### config.mk
export PLATFORM = sky130hd
export DESIGN_NAME = bus_cycle_ctrl
export DESIGN_NICKNAME = d
export VERILOG_FILES = /design/src/rtl/bus_cycle_ctrl.sv
export SDC_FILE = /design/constraint.sdc
export NUM_CORES = 1
export LEC_CHECK = 0
export CORE_AREA = 4 4 66 68
export DETAILED_ROUTE_END_ITERATION = 10
export DIE_AREA = 0 0 70 72
export GPL_TIMING_DRIVEN = 0
export PLACE_DENSITY = 0.66
export SYNTH_ARGS = -nofsm -noshare
export SYNTH_HDL_FRONTEND = slang
export SYNTH_SLANG_ARGS = --single-unit
### constraint.sdc
create_clock -name clk -period 2.54 [get_ports clk]
set_input_delay 0.508 -clock clk [delete_from_list [all_inputs] [get_ports clk]]
set_output_delay 0.508 -clock clk [all_outputs]
set_load 0.05 [all_outputs]
### src/rtl/bus_cycle_ctrl.sv
// bus_cycle_ctrl: 68000 bus cycle controller placed after the MMU.
// Starts the MMU lookup, decodes the translated page, drives one chip select
// with per-region wait states, and ends the cycle with DTACK or BERR.
// Build option: define ROM_WRITE_PROTECT_EN to turn ROM writes into bus errors.
module bus_cycle_ctrl #(
    parameter int unsigned MMU_LAT    = 1,
    parameter int unsigned RAM_WAIT   = 0,
    parameter int unsigned ROM_WAIT   = 2,
    parameter int unsigned GFX_WAIT   = 1,
    parameter int unsigned IO_WAIT    = 3,
    parameter int unsigned IO_TIMEOUT = 63
) (
    input  logic        clk,
    input  logic        reset,
    input  logic        as_n,
    input  logic        rw,
    input  logic [15:0] phys_addr,
    input  logic        io_ready,
    output logic        mmu_en,
    output logic        ram_cs_n,
    output logic        rom_cs_n,
    output logic        gfx_cs_n,
    output logic        board_cs_n,
    output logic        ptab_cs_n,
    output logic        pio_cs_n,
    output logic        oe_n,
    output logic        we_n,
    output logic        dtack_n,
    output logic        berr_n
);

    localparam int unsigned WAIT_W = 3;
    localparam int unsigned TO_W   = 8;
    localparam int unsigned LAT_W  = 3;

    localparam logic [LAT_W-1:0] LAT_LOAD = LAT_W'(MMU_LAT - 1);
    localparam logic [TO_W-1:0]  TO_LAST  = TO_W'(IO_TIMEOUT - 1);

`ifdef ROM_WRITE_PROTECT_EN
    localparam logic ROM_WP = 1'b1;
`else
    localparam logic ROM_WP = 1'b0;
`endif

    typedef enum logic [2:0] {
        S_IDLE,
        S_LOOKUP,
        S_ACCESS,
        S_ACK,
        S_BERR
    } state_t;

    typedef enum logic [2:0] {
        RG_NONE,
        RG_RAM,
        RG_ROM,
        RG_GFX,
        RG_BOARD,
        RG_PTAB,
        RG_PIO
    } region_t;

    state_t              state_q, state_d;
    region_t             region_q, region_d;
    logic                rw_q, rw_d;
    logic [LAT_W-1:0]    lat_q, lat_d;
    logic [WAIT_W-1:0]   wait_q, wait_d;
    logic [TO_W-1:0]     to_q, to_d;
    logic                sel_d;
    logic                blocked;
    region_t             dec_region;
    logic                unused_pa;

    // Only the upper byte of the page address takes part in the decode.
    assign unused_pa = ^phys_addr[7:0];

    // Page address to physical region.
    function automatic region_t decode(input logic [7:0] pa_hi);
        if (pa_hi[7])                      return RG_RAM;
        else if (pa_hi[7:6] == 2'b01)      return RG_ROM;
        else if (pa_hi[7:2] == 6'b000011)  return RG_GFX;
        else if (pa_hi == 8'h01)           return RG_BOARD;
        else if (pa_hi == 8'h02)           return RG_PTAB;
        else if (pa_hi == 8'h03)           return RG_PIO;
        else                               return RG_NONE;
    endfunction

    // Minimum wait states for each region.
    function automatic logic [WAIT_W-1:0] region_wait(input region_t rg);
        case (rg)
            RG_RAM:  return WAIT_W'(RAM_WAIT);
            RG_ROM:  return WAIT_W'(ROM_WAIT);
            RG_GFX:  return WAIT_W'(GFX_WAIT);
            default: return WAIT_W'(IO_WAIT);
        endcase
    endfunction

    function automatic logic is_io(input region_t rg);
        return (rg == RG_BOARD) || (rg == RG_PTAB) || (rg == RG_PIO);
    endfunction

    assign dec_region = decode(phys_addr[15:8]);
    assign blocked    = (dec_region == RG_NONE) ||
                        (ROM_WP && (dec_region == RG_ROM) && !rw_q);

    // Next-state logic for the bus cycle sequencer.
    always_comb begin
        state_d  = state_q;
        region_d = region_q;
        rw_d     = rw_q;
        lat_d    = lat_q;
        wait_d   = wait_q;
        to_d     = to_q;
        case (state_q)
            S_IDLE: begin
                if (!as_n) begin
                    state_d  = S_LOOKUP;
                    rw_d     = rw;
                    lat_d    = LAT_LOAD;
                    region_d = RG_NONE;
                end
            end
            S_LOOKUP: begin
                if (as_n) begin
                    state_d = S_IDLE;
                end else if (lat_q != '0) begin
                    lat_d = lat_q - LAT_W'(1);
                end else if (blocked) begin
                    state_d  = S_BERR;
                    region_d = RG_NONE;
                end else begin
                    state_d  = S_ACCESS;
                    region_d = dec_region;
                    wait_d   = region_wait(dec_region);
                    to_d     = '0;
                end
            end
            S_ACCESS: begin
                if (as_n) begin
                    state_d = S_IDLE;
                end else if (wait_q != '0) begin
                    wait_d = wait_q - WAIT_W'(1);
                end else if (!is_io(region_q) || io_ready) begin
                    state_d = S_ACK;
                end else if (to_q >= TO_LAST) begin
                    state_d = S_BERR;
                end else if (to_q != '1) begin
                    to_d = to_q + TO_W'(1);
                end
            end
            S_ACK, S_BERR: begin
                if (as_n) state_d = S_IDLE;
            end
            default: state_d = S_IDLE;
        endcase
    end

    assign sel_d = (state_d == S_ACCESS) || (state_d == S_ACK);

    // State, counters and registered outputs derived from the next state.
    always_ff @(posedge clk) begin
        if (reset) begin
            state_q    <= S_IDLE;
            region_q   <= RG_NONE;
            rw_q       <= 1'b1;
            lat_q      <= '0;
            wait_q     <= '0;
            to_q       <= '0;
            mmu_en     <= 1'b0;
            ram_cs_n   <= 1'b1;
            rom_cs_n   <= 1'b1;
            gfx_cs_n   <= 1'b1;
            board_cs_n <= 1'b1;
            ptab_cs_n  <= 1'b1;
            pio_cs_n   <= 1'b1;
            oe_n       <= 1'b1;
            we_n       <= 1'b1;
            dtack_n    <= 1'b1;
            berr_n     <= 1'b1;
        end else begin
            state_q    <= state_d;
            region_q   <= region_d;
            rw_q       <= rw_d;
            lat_q      <= lat_d;
            wait_q     <= wait_d;
            to_q       <= to_d;
            mmu_en     <= (state_d == S_LOOKUP);
            ram_cs_n   <= !(sel_d && (region_d == RG_RAM));
            rom_cs_n   <= !(sel_d && (region_d == RG_ROM));
            gfx_cs_n   <= !(sel_d && (region_d == RG_GFX));
            board_cs_n <= !(sel_d && (region_d == RG_BOARD));
            ptab_cs_n  <= !(sel_d && (region_d == RG_PTAB));
            pio_cs_n   <= !(sel_d && (region_d == RG_PIO));
            oe_n       <= !(sel_d && rw_d);
            // ROM never sees a write strobe; an unprotected ROM write is discarded.
            we_n       <= !(sel_d && !rw_d && (region_d != RG_ROM));
            dtack_n    <= !(state_d == S_ACK);
            berr_n     <= !(state_d == S_BERR);
        end
    end

endmodule

==> impl_metrics.tcl <==
set metrics [dict create \
    run_status "finished, final reports clean" \
    cts_post_setup_buffers_inserted 0 \
    report.final.slew_viol_count 0 \
    numCtsBuffers 5 \
    fin_ws_ns 0.3347 \
    drc 0 \
    avgViaCountPerCell 5.362 \
    htree_levels 2 \
    floorplan.core_area_sq_um 3856 \
    r2r_startpoint "to_q[0]$_SDFFE_PP0P_" \
    synth_enable_flop_cells 0 \
    avgSynthCellArea_sq_um 8.820 \
    number_of_antenna_violations_at_the_first_check_in_global_routing 0 \
    dp_hpwl_microns 2570 \
    worstHoldStart "wait_q[2]$_SDFFE_PP0P_" \
    cts_buffer_depth 2 \
    antenna_cells_inserted 0 \
    grt_pass1_wl_microns 5906 \
    cts_root_buffer "sky130_fd_sc_hd__clkbuf_8" \
    synth_cell_types 56 \
    synth_top_cell_area_share_pct 39.48 \
    clock_insertion_delay_worst_skew_ns 0.29 \
    cts_tree "built" \
    worst_slew_pin_slew_ns 0.5184 \
    synth-seq-area-share_pct 39.48 \
    finalSetupTns_ns 0 \
    timing.critical_path.required_ns 2.70 \
    power_leakage_uw 0.0007002 \
    post_cts_hold_buffer_count 0 \
    cts-resized-gates 0 \
    peakVddDrop_v 0.0003964 \
    pin_count 32 \
    path_cells "clkdlybuf4s50_1 > or2_4 > nor3_2 > nand3_1 > o21a_1 > nor3_2 > nand3_1" \
    total_standard_cell_area_after_synthesis_sq_um 1623 \
    portBuffers 23 \
    most_common_cell_after_layout_fill_and_taps_aside "sky130_fd_sc_hd__dfxtp_1" \
    drt_wl_total_microns 3372 \
    dieHeight_microns 72 \
    ys_seq_elements 32 \
    num_vias 1421 \
    dieArea_sq_um 5040 \
    timing.critical_path.from "as_n" \
    area_delta_synth_final_pct 23.75 \
    syn_inst 184 \
    effective_utilization_at_floorplan_pct 42.08 \
    fmax_mhz 453.5 \
    hold_violations 0 \
    drive_above_1_share_pct 13.95 \
    globalRouteOverflowTotal 0 \
    wl_per_cell_microns 12.72 \
    timing.slew.headroom_pct 65.44 \
    setup_viol_count_final 0 \
    layout_common_cells "sky130_fd_sc_hd__dfxtp_1 (32), sky130_fd_sc_hd__clkdlybuf4s50_1 (23), sky130_fd_sc_hd__nor2_1 (20)" \
    place_ws_ns 0.03642 \
    yosys_top_cell_by_area "sky130_fd_sc_hd__dfxtp_1" \
    critical_path.max_fanout 6 \
    power_uw 1036 \
    yosys_warnings 0 \
    hold_class "flip-flop to flip-flop" \
    period_share_pct 86.82 \
    areal_power_density_over_the_cells_nw_per_um2 516.0 \
    drtIter0Drc 68 \
    cts_num_sinks 32 \
    grt_start_max_net_pins 13 \
    grt_util_all_layers_pct 14.50 \
    top_delay_family_on_crit_path "simple AND/OR/NAND/NOR gates" \
    cp_num_buf_inv 1 \
    critPathArrivalTime_ns 2.36 \
    placedInstanceArea_sq_um 1916 \
    drv.max_cap_violation_count 0 \
    drt_pass1_iterations 4 \
    worst-r2r-setup-slack_ns 0.55 \
    post-route-min-period_ns 2.205 \
    endpoint_kind "flip-flop" \
    rows 23 \
    final_core_util_pct 52.08 \
    ys_top_cells_by_area "sky130_fd_sc_hd__dfxtp_1 (39%), sky130_fd_sc_hd__ha_1 (4.6%), sky130_fd_sc_hd__nor2_1 (4.6%)" \
    critPathMaxStageDelay_ns 0.55 \
    rsz0062_at_grt "no" \
    clock_skew_ns 0.008564 \
    die_x_microns 70 \
    worstSetupStartpointType "primary input" \
    synth_fp_nets 211 \
    finalInstanceArea_sq_um 2008 \
    first_global_vias 1394 \
    crit_type "primary input to flip-flop" \
    async_reset_ff_share_pct 0 \
    globalplace.congestion 0.8644 \
    layout.nets 241 \
    crit_path_top_delay_cell "sky130_fd_sc_hd__clkdlybuf4s50_1" \
    synth_top_flop_cell "sky130_fd_sc_hd__dfxtp_1" \
    clock_slew_at_the_register_clock_pins_of_the_worst_setup_and_hold_paths_ns 0.08 \
    antenna_violating_nets_post_route 0 \
]
## state kept, by name, indices dropped and copies added (netlist names)
signal / flops
dtack_n: 1
we_n: 1
mmu_en: 1
wait_q: 3
rom_cs_n: 1
lat_q: 3
oe_n: 1
ptab_cs_n: 1
ram_cs_n: 1
region_q: 3
state_q: 3
to_q: 8
berr_n: 1
pio_cs_n: 1
gfx_cs_n: 1
board_cs_n: 1
rw_q: 1
## area by class of cell
class / count / area (sq um)
clock buffer: 5 / 68.82
timing repair buffer: 23 / 230.2
inverter: 10 / 40.04
fill: 359 / 1848
multi-input combinational: 137 / 904.6
buffer: 5 / 37.54
clock inverter: 3 / 23.77
sequential: 32 / 640.6
tap: 50 / 62.56
## cells in the mapped netlist (2+ instances only)
cell type / n
sky130_fd_sc_hd__nor3_2: 2
sky130_fd_sc_hd__a31oi_1: 2
sky130_fd_sc_hd__and2_1: 2
sky130_fd_sc_hd__and3_1: 2
sky130_fd_sc_hd__nor2_1: 20
sky130_fd_sc_hd__dfxtp_1: 32
sky130_fd_sc_hd__nor3_1: 4
sky130_fd_sc_hd__o21a_1: 4
sky130_fd_sc_hd__a21oi_1: 12
sky130_fd_sc_hd__o21ai_2: 3
sky130_fd_sc_hd__buf_6: 2
sky130_fd_sc_hd__nor2b_1: 2
sky130_fd_sc_hd__inv_1: 9
sky130_fd_sc_hd__nand2_1: 12
sky130_fd_sc_hd__o21ai_0: 6
sky130_fd_sc_hd__nand3_1: 12
sky130_fd_sc_hd__or3_1: 5
sky130_fd_sc_hd__nor4_1: 2
sky130_fd_sc_hd__ha_1: 6
sky130_fd_sc_hd__nand4_1: 3
sky130_fd_sc_hd__nand3b_1: 3
sky130_fd_sc_hd__nand2b_1: 3
sky130_fd_sc_hd__nor2_2: 2
sky130_fd_sc_hd__clkbuf_1: 2
## layer usage
layer  wire length [microns]  track usage (%)  part of all wire, %
met5                       0                0                    0
met4                      36            4.894                  1.1
met3                     144            4.986                  4.3
met2                    1610            25.92                   48
met1                    1581            16.15                   47
## worst paths after layout
check	endpoint	cells past startpoint
worst max-delay path	board_cs_n$_SDFF_PP1_	7
worst min-delay path	wait_q[2]$_SDFFE_PP0P_	2
worst max register to register	to_q[4]$_SDFFE_PP0P_	9
worst min register to register	wait_q[2]$_SDFFE_PP0P_	2
## per-stage QoR
| stage | hold WS [ns] | cells |
|---|---|---|
| 4_1_cts | 0.4578 | 265 |
| 5_1_grt | 0.4721 | 265 |
| 2_1_floorplan | 0.4319 | 184 |
| 3_5_place_dp | 0.4476 | 257 |
| 3_3_place_gp | 0.4440 | 257 |
| 6_report | 0.4586 | 265 |
## worst min-delay path, cell delays in order (launching register included)
cell                      delay (ns)
sky130_fd_sc_hd__dfxtp_1        0.31
sky130_fd_sc_hd__nand2_1        0.05
sky130_fd_sc_hd__a21oi_1        0.05
## power by group
| group | leakage [uW] | internal, uW | switching (uW) |
|---|---|---|---|
| Clock | 0.0000404 | 194 | 202 |
| Sequential | 0.000259 | 509 | 3.32 |
| Combinational | 0.000401 | 54.0 | 73.6 |
## kinds of logic (layout without fill, tap and decap cells)
kind of cell,Yosys count,after routing,share of synthesized area (%)
AO/OA/AOI/OAI,42,42,18.74
adder cells (fa/ha/maj),6,6,4.626
buffers and inverters,15,46,4.781
flip-flops,32,32,39.48
multiplexers,1,1,0.6168
AND/OR/NAND/NOR,88,88,31.77
(Power assumes the default switching activity.)
